**src/rtl/pet_needs_engine_pkg.sv**
```systemverilog
// pet_needs_engine_pkg: shared mood codes and width helpers for the pet needs engine.
package pet_needs_engine_pkg;
    typedef enum logic [3:0] {
        ST_IDLE    = 4'd0,
        ST_NEUTRAL = 4'd1,
        ST_NEED    = 4'd2,
        ST_SLEEP   = 4'd3,
        ST_DEATH   = 4'd15
    } state_e;

    function automatic int idx_w(input int n);
        return (n > 1) ? $clog2(n) : 1;
    endfunction
endpackage

```
**src/rtl/pet_tick_gen.sv**
```systemverilog
// pet_tick_gen: base-tick prescaler and decay counter.
// TEST_ACCEL_EN adds the shortened test_en timebase.
module pet_tick_gen #(
    parameter int TICK_DIV    = 50_000_000,
    parameter int DECAY_TICKS = 10,
    parameter int ACCEL_SHIFT = 4
) (
    input  logic clk,
    input  logic rst,
    input  logic test_en,
    output logic tick,
    output logic decay_ev
);
    localparam int PW = $clog2(TICK_DIV);
    localparam int DW = (DECAY_TICKS > 1) ? $clog2(DECAY_TICKS) : 1;

    logic [PW-1:0] presc_q, presc_d, last;
    logic [DW-1:0] dec_q, dec_d;
    logic          restart;

`ifdef TEST_ACCEL_EN
    localparam int ACC_RAW = TICK_DIV >> ACCEL_SHIFT;
    localparam int ACC_DIV = (ACC_RAW < 2) ? 2 : ACC_RAW;
    logic ten_q;

    // a mode switch restarts the prescaler so the first accelerated tick is a full period
    assign restart = test_en != ten_q;
    assign last    = test_en ? PW'(ACC_DIV - 1) : PW'(TICK_DIV - 1);

    always_ff @(posedge clk) begin
        ten_q <= rst ? 1'b0 : test_en;
    end
`else
    logic unused_test;
    assign unused_test = test_en;
    assign restart     = 1'b0;
    assign last        = PW'(TICK_DIV - 1);
`endif

    always_comb begin
        tick     = !restart && presc_q == last;
        decay_ev = tick && dec_q == DW'(DECAY_TICKS - 1);
        presc_d  = (restart || tick) ? '0 : presc_q + 1'b1;
        dec_d    = decay_ev ? '0 : tick ? dec_q + 1'b1 : dec_q;
    end

    always_ff @(posedge clk) begin
        if (rst) begin
            presc_q <= '0;
            dec_q   <= '0;
        end else begin
            presc_q <= presc_d;
            dec_q   <= dec_d;
        end
    end
endmodule

```
**src/rtl/pet_needs_engine.sv**
```systemverilog
// pet_needs_engine: saturating need levels with decay/refill and a registered mood FSM.
// TEST_ACCEL_EN enables the accelerated timebase and direct level loading.
module pet_needs_engine
    import pet_needs_engine_pkg::*;
#(
    parameter int NUM_NEEDS   = 3,
    parameter int LVL_W       = 3,
    parameter int TICK_DIV    = 50_000_000,
    parameter int DECAY_TICKS = 10,
    parameter int REFILL_STEP = 2,
    parameter int LOW_THR     = 2,
    parameter int HI_THR      = 5,
    parameter int DEATH_TICKS = 8,
    parameter int ACCEL_SHIFT = 4
) (
    input  logic                          clk,
    input  logic                          rst,
    input  logic [NUM_NEEDS-1:0]          refill,
    input  logic                          sleep_req,
    input  logic                          wake_req,
    input  logic                          test_en,
    input  logic                          test_load,
    input  logic [idx_w(NUM_NEEDS)-1:0]   test_sel,
    input  logic [LVL_W-1:0]              test_level,
    output logic [NUM_NEEDS*LVL_W-1:0]    levels,
    output logic [3:0]                    state,
    output logic [idx_w(NUM_NEEDS)-1:0]   need_idx,
    output logic                          tick
);
    localparam int IW = idx_w(NUM_NEEDS);
    localparam int CW = $clog2(DEATH_TICKS + 1);
    localparam logic [LVL_W-1:0] LVL_MAX = '1;

    state_e           state_q, state_d, eval;
    logic [LVL_W-1:0] lvl_q [NUM_NEEDS];
    logic [LVL_W-1:0] lvl_d [NUM_NEEDS];
    logic [LVL_W-1:0] min_v;
    logic [IW-1:0]    idx_q, idx_d, search_idx;
    logic [CW-1:0]    dcnt_q, dcnt_d;
    logic             decay_ev, sleeping, any_zero, any_low, all_hi;
    logic             load;
    logic [IW-1:0]    load_sel;
    logic [LVL_W-1:0] load_lvl;

`ifdef TEST_ACCEL_EN
    assign load     = test_load;
    assign load_sel = test_sel;
    assign load_lvl = test_level;
`else
    logic unused_test;
    assign unused_test = ^{test_load, test_sel, test_level};
    assign load        = 1'b0;
    assign load_sel    = '0;
    assign load_lvl    = '0;
`endif

    pet_tick_gen #(
        .TICK_DIV   (TICK_DIV),
        .DECAY_TICKS(DECAY_TICKS),
        .ACCEL_SHIFT(ACCEL_SHIFT)
    ) u_tick (
        .clk     (clk),
        .rst     (rst),
        .test_en (test_en),
        .tick    (tick),
        .decay_ev(decay_ev)
    );

    // add first, then step down, then clamp: refill+decay at max stays at max
    function automatic logic [LVL_W-1:0] next_lvl(input logic [LVL_W-1:0] cur, input logic add,
                                                   input logic up, input logic down);
        logic [LVL_W+1:0] s;
        s = {2'b00, cur} + (add ? (LVL_W+2)'(REFILL_STEP) : '0) + {{(LVL_W+1){1'b0}}, up};
        if (down && s != '0) s = s - 1'b1;
        return (s > {2'b00, LVL_MAX}) ? LVL_MAX : s[LVL_W-1:0];
    endfunction

    always_comb begin
        sleeping   = state_q == ST_SLEEP;
        any_zero   = 1'b0;
        any_low    = 1'b0;
        all_hi     = 1'b1;
        min_v      = lvl_q[0];
        search_idx = '0;
        for (int i = 0; i < NUM_NEEDS; i++) begin
            lvl_d[i] = next_lvl(lvl_q[i], refill[i] && !sleeping,
                                decay_ev && sleeping && i == 0,
                                decay_ev && !(sleeping && i == 0));
            lvl_d[i] = (load && load_sel == IW'(i)) ? load_lvl : lvl_d[i];
            lvl_d[i] = (state_q == ST_DEATH) ? lvl_q[i] : lvl_d[i];
            any_zero = any_zero | (lvl_q[i] == '0);
            any_low  = any_low | (lvl_q[i] <= LVL_W'(LOW_THR));
            all_hi   = all_hi & (lvl_q[i] >= LVL_W'(HI_THR));
            if (lvl_q[i] < min_v) begin
                min_v      = lvl_q[i];
                search_idx = IW'(i);
            end
        end
        idx_d  = (state_q == ST_DEATH) ? idx_q : search_idx;
        dcnt_d = !any_zero ? '0 : (tick && dcnt_q != CW'(DEATH_TICKS)) ? dcnt_q + 1'b1 : dcnt_q;
        eval   = any_low ? ST_NEED : all_hi ? ST_IDLE : ST_NEUTRAL;
        state_d = (state_q == ST_DEATH || dcnt_q == CW'(DEATH_TICKS)) ? ST_DEATH :
                  sleeping ? (((wake_req && !sleep_req) || lvl_q[0] == LVL_MAX) ? eval : ST_SLEEP) :
                  (sleep_req && !wake_req) ? ST_SLEEP : eval;
    end

    always_ff @(posedge clk) begin
        if (rst) begin
            state_q <= ST_IDLE;
            idx_q   <= '0;
            dcnt_q  <= '0;
            for (int i = 0; i < NUM_NEEDS; i++) lvl_q[i] <= LVL_MAX;
        end else begin
            state_q <= state_d;
            idx_q   <= idx_d;
            dcnt_q  <= dcnt_d;
            for (int i = 0; i < NUM_NEEDS; i++) lvl_q[i] <= lvl_d[i];
        end
    end

    for (genvar g = 0; g < NUM_NEEDS; g++) begin : g_lvl
        assign levels[g*LVL_W +: LVL_W] = lvl_q[g];
    end

    assign state    = state_q;
    assign need_idx = idx_q;
endmodule
```
**config.mk**
```make
export PLATFORM = sky130hd
export DESIGN_NAME = pet_needs_engine
export DESIGN_NICKNAME = d
export VERILOG_FILES = /design/src/rtl/pet_needs_engine_pkg.sv /design/src/rtl/pet_tick_gen.sv /design/src/rtl/pet_needs_engine.sv
export SDC_FILE = /design/constraint.sdc
export NUM_CORES = 1
export LEC_CHECK = 0
export ABC_AREA = 1
export CELL_PAD_IN_SITES_DETAIL_PLACEMENT = 0
export CELL_PAD_IN_SITES_GLOBAL_PLACEMENT = 1
export CORE_UTILIZATION = 37
export DETAILED_ROUTE_END_ITERATION = 10
export GPL_TIMING_DRIVEN = 0
export PLACE_DENSITY = 0.82
export SLEW_MARGIN = 20
export SYNTH_ARGS = -nofsm -noshare
export SYNTH_HDL_FRONTEND = slang
export SYNTH_HIERARCHICAL = 1
export SYNTH_SLANG_ARGS = --single-unit
```
**constraint.sdc**
```tcl
create_clock -name clk -period 2.95 [get_ports clk]
set_input_delay 0.7375 -clock clk [delete_from_list [all_inputs] [get_ports clk]]
set_output_delay 0.7375 -clock clk [all_outputs]
set_load 0.005 [all_outputs]
```
==> results.ini <==
[cts]
cts_tree=yes
cts_root_buf=clkbuf_8
clock_path_buffers=2
cts.htree.levels=2
cts.sinks=48
path_clk_slew_ps=90
cts_hold_buf=0
clock_latency_ps=310
cts_made_buffers=5

[sta]
setup_tns_ps=0
slew_violations=0
period_needed_ps=2820
holdWs_ps=454
max_slew.worst_pin.slew_ps=446
timing.final.crit_share_pct=95.5
max-slew-margin-rel_pct=70.3
rsz0062_at_grt=yes
finClkSkew_ps=4.05
setup_viol=0
hold_viol=0
fmax_mhz=355

[die]
pin_count=30
coreArea_mm2=0.00838
rows=33
die_area_mm2=0.00921
dieWidth_um=96.0
die_y_um=96.0
initial_utilization_pct=39.0

[synthesis]
syn_area_mm2=0.00327
synth_nets=532
avgSynthCellArea_um2=6.65
synth_seq_cells=48
synth-seq-area-share_pct=29.4
synth_cells=491
yosys_warnings=6
yosysUniqueCellTypes=34

[critical_path]
cp-start-kind=flop
crit_required_ps=3200
r2r-start=u_tick/presc_q[0]
rr_worst_depth=19
worstPathArrival_ps=3070
r2r-end=lvl_q[0][2]
worst_setup_path_startpoint=u_tick/presc_q[0]
end_kind=flop
cp-endpoint=lvl_q[0][2]
critical_path_class=reg2reg
r2r_setup_slack_ps=130
cp_max_fo=4

[detailed_routing]
drt_wl_total_um=7930
drtAntennaViolNets=0
drc=0
wl_per_cell_um=12.5
first_pass_iters=4
drtIter0Drc=129
routed_via_density=4.83
vias=3065

[power]
vdd_drop_max_mv=0.241
clockPowerShare_pct=29.8
combPwrFrac_pct=20.1
power_density_mw_per_mm2=360
p_int_uw=980
power.total_mw=1.40
p_leak_nw=1.67
p_switching_uw=421
p_seq_share_pct=50.0
p_sw_share_pct=30.1

[cells_and_area]
fin_util_pct=46.4
mostFrequentLayoutCell=nand2_1
final_cell_area_mm2=0.00389
nets=570
multiInputGateArea_mm2=0.00210
final_cell_mix=nand2_1 (124), nor2_1 (65), inv_1 (61), dfxtp_1 (41), nand3_1 (39)
final-seq-area_um2=970
fill_cells=846
diodes=0
area_growth_pct=19.1
drive_above_1_share_pct=14.9

[run_status]
status=finished clean

[place]
dpl.hpwl_um=5990
place_area_mm2=0.00362
portBuffers=22
gp_congestion=0.800

[global_route]
grt_max_degree=15
grt_overflow=0
grt_antenna_before_repair=0
grt_usage_pct=17.6
grt_pass1_wl_um=12500
use_met2_pct=25.9
grtUsageMet1_pct=26.8
use_met3_pct=2.84
grt-busiest-layer=met1
grt_pass1_vias=2661

[run]
max_cap_violations=0

[min_path]
hold_path.class=reg2reg

cell families after synthesis:
kind of cell / count (synthesis) / share of synthesized area [%]
and+or+nand+nor: 281 / 39.6
AOI/OAI and AO/OA: 45 / 7.35
buffers and inverters: 76 / 9.34
adders and majority gates: 27 / 10.6
DFF: 48 / 29.4
xor gates and xnor gates: 14 / 3.75
power groups by stage:
stage	Sequential (mW)	Combinational [mW]	Clock (mW)
after floorplan	0.708	0.180	0
after global placement	0.713	0.266	0
after detailed placement	0.715	0.270	0
after CTS	0.699	0.274	0.431
after global routing	0.705	0.323	0.457
final	0.701	0.282	0.418
stage by stage:
| step | std cells | setup slack (ps) |
|---|---|---|
| after floorplan | 491 | 94.7 |
| after global placement | 618 | -579 |
| after detailed placement | 618 | -579 |
| after CTS | 628 | 38.6 |
| after global routing | 634 | -62.2 |
| final | 634 | 133 |
state kept, by name, summed over array words and instances, names as in the netlist:
| name | cells |
|---|---|
| lvl_q | 9 |
| dcnt_q | 4 |
| need_idx | 2 |
| u_tick/presc_q | 26 |
| state | 3 |
| u_tick/dec_q | 4 |
routing by layer:
metal | part of all wire, % | vias up
li1 | - | 1627
met4 | 0.79 | 0
met1 | 53 | 1402
met2 | 44 | 31
met5 | 0 | -
met3 | 2.8 | 5
layout make-up:
cell class                 instances  share of cell area, %
multi-input combinational        367                   54.0
sequential                        48                   24.9
timing repair buffer              31                   7.40
inverter                          71                   6.92
tap                              105                   3.38
clock buffer                       6                   2.12
buffer                             5                  0.997
clock inverter                     1                  0.225
how the worst min path moves through the flow:
| stage | slack, ps | to | start | cells past startpoint |
|---|---|---|---|---|
| 6_report | 450 | u_tick/presc_q[0] | u_tick/presc_q[0] | 1 |
| 2_1_floorplan | 420 | u_tick/presc_q[0] | u_tick/presc_q[0] | 1 |
| 5_1_grt | 460 | u_tick/presc_q[0] | u_tick/presc_q[0] | 1 |
| 3_5_place_dp | 440 | u_tick/presc_q[0] | u_tick/presc_q[0] | 1 |
| 3_3_place_gp | 430 | u_tick/presc_q[0] | u_tick/presc_q[0] | 1 |
| 4_1_cts | 450 | u_tick/presc_q[0] | u_tick/presc_q[0] | 1 |
synth_stat cells:
master | instances | area [um^2]
nor2_2 | 4 | 25.0
buf_2 | 1 | 5.00
nor2_4 | 6 | 67.6
o21bai_1 | 1 | 7.51
nand4_1 | 7 | 43.8
xnor2_1 | 5 | 43.8
dfxtp_1 | 48 | 961
nand3b_1 | 2 | 15.0
and2_1 | 1 | 6.26
nor3b_1 | 2 | 15.0
nand2_1 | 128 | 480
nand2_4 | 4 | 45.0
inv_1 | 64 | 240
nand2_2 | 7 | 43.8
o31ai_1 | 1 | 7.51
buf_4 | 1 | 7.51
nand3_2 | 2 | 20.0
fa_1 | 1 | 20.0
a21oi_2 | 1 | 8.76
ha_1 | 26 | 325
o2111ai_1 | 1 | 8.76
clkbuf_1 | 1 | 3.75
nor3_1 | 6 | 30.0
o21ai_1 | 4 | 20.0
o211ai_1 | 1 | 7.51
nand3_4 | 1 | 17.5
o21ai_0 | 12 | 60.1
inv_2 | 7 | 26.3
nor2_1 | 70 | 263
nand3_1 | 40 | 200
a21oi_1 | 24 | 120
nor2_8 | 1 | 20.0
buf_6 | 2 | 22.5
xor2_1 | 9 | 78.8
repair_timing:
item                                    in CTS  in global routing
gates resized for setup                      9                 26
setup buffers                                3                  6
pin swaps                                    3                 13
endpoints found under the setup margin       4                  3
critical path, stage by stage (launching register included):
cell,delay (ps)
dfxtp_2,370
ha_4,150
nand2_4,60
nor2_4,120
nand2_2,80
nor2_4,130
nand2_2,80
nor2_4,120
inv_4,60
nor2_2,90
ha_2,200
fa_1,430
inv_2,150
ha_4,160
inv_2,40
a21oi_2,120
nand4_1,160
nand2_1,120
o21ai_2,60
nand2_1,60
Note: power is estimated with default switching activity, not from simulation.
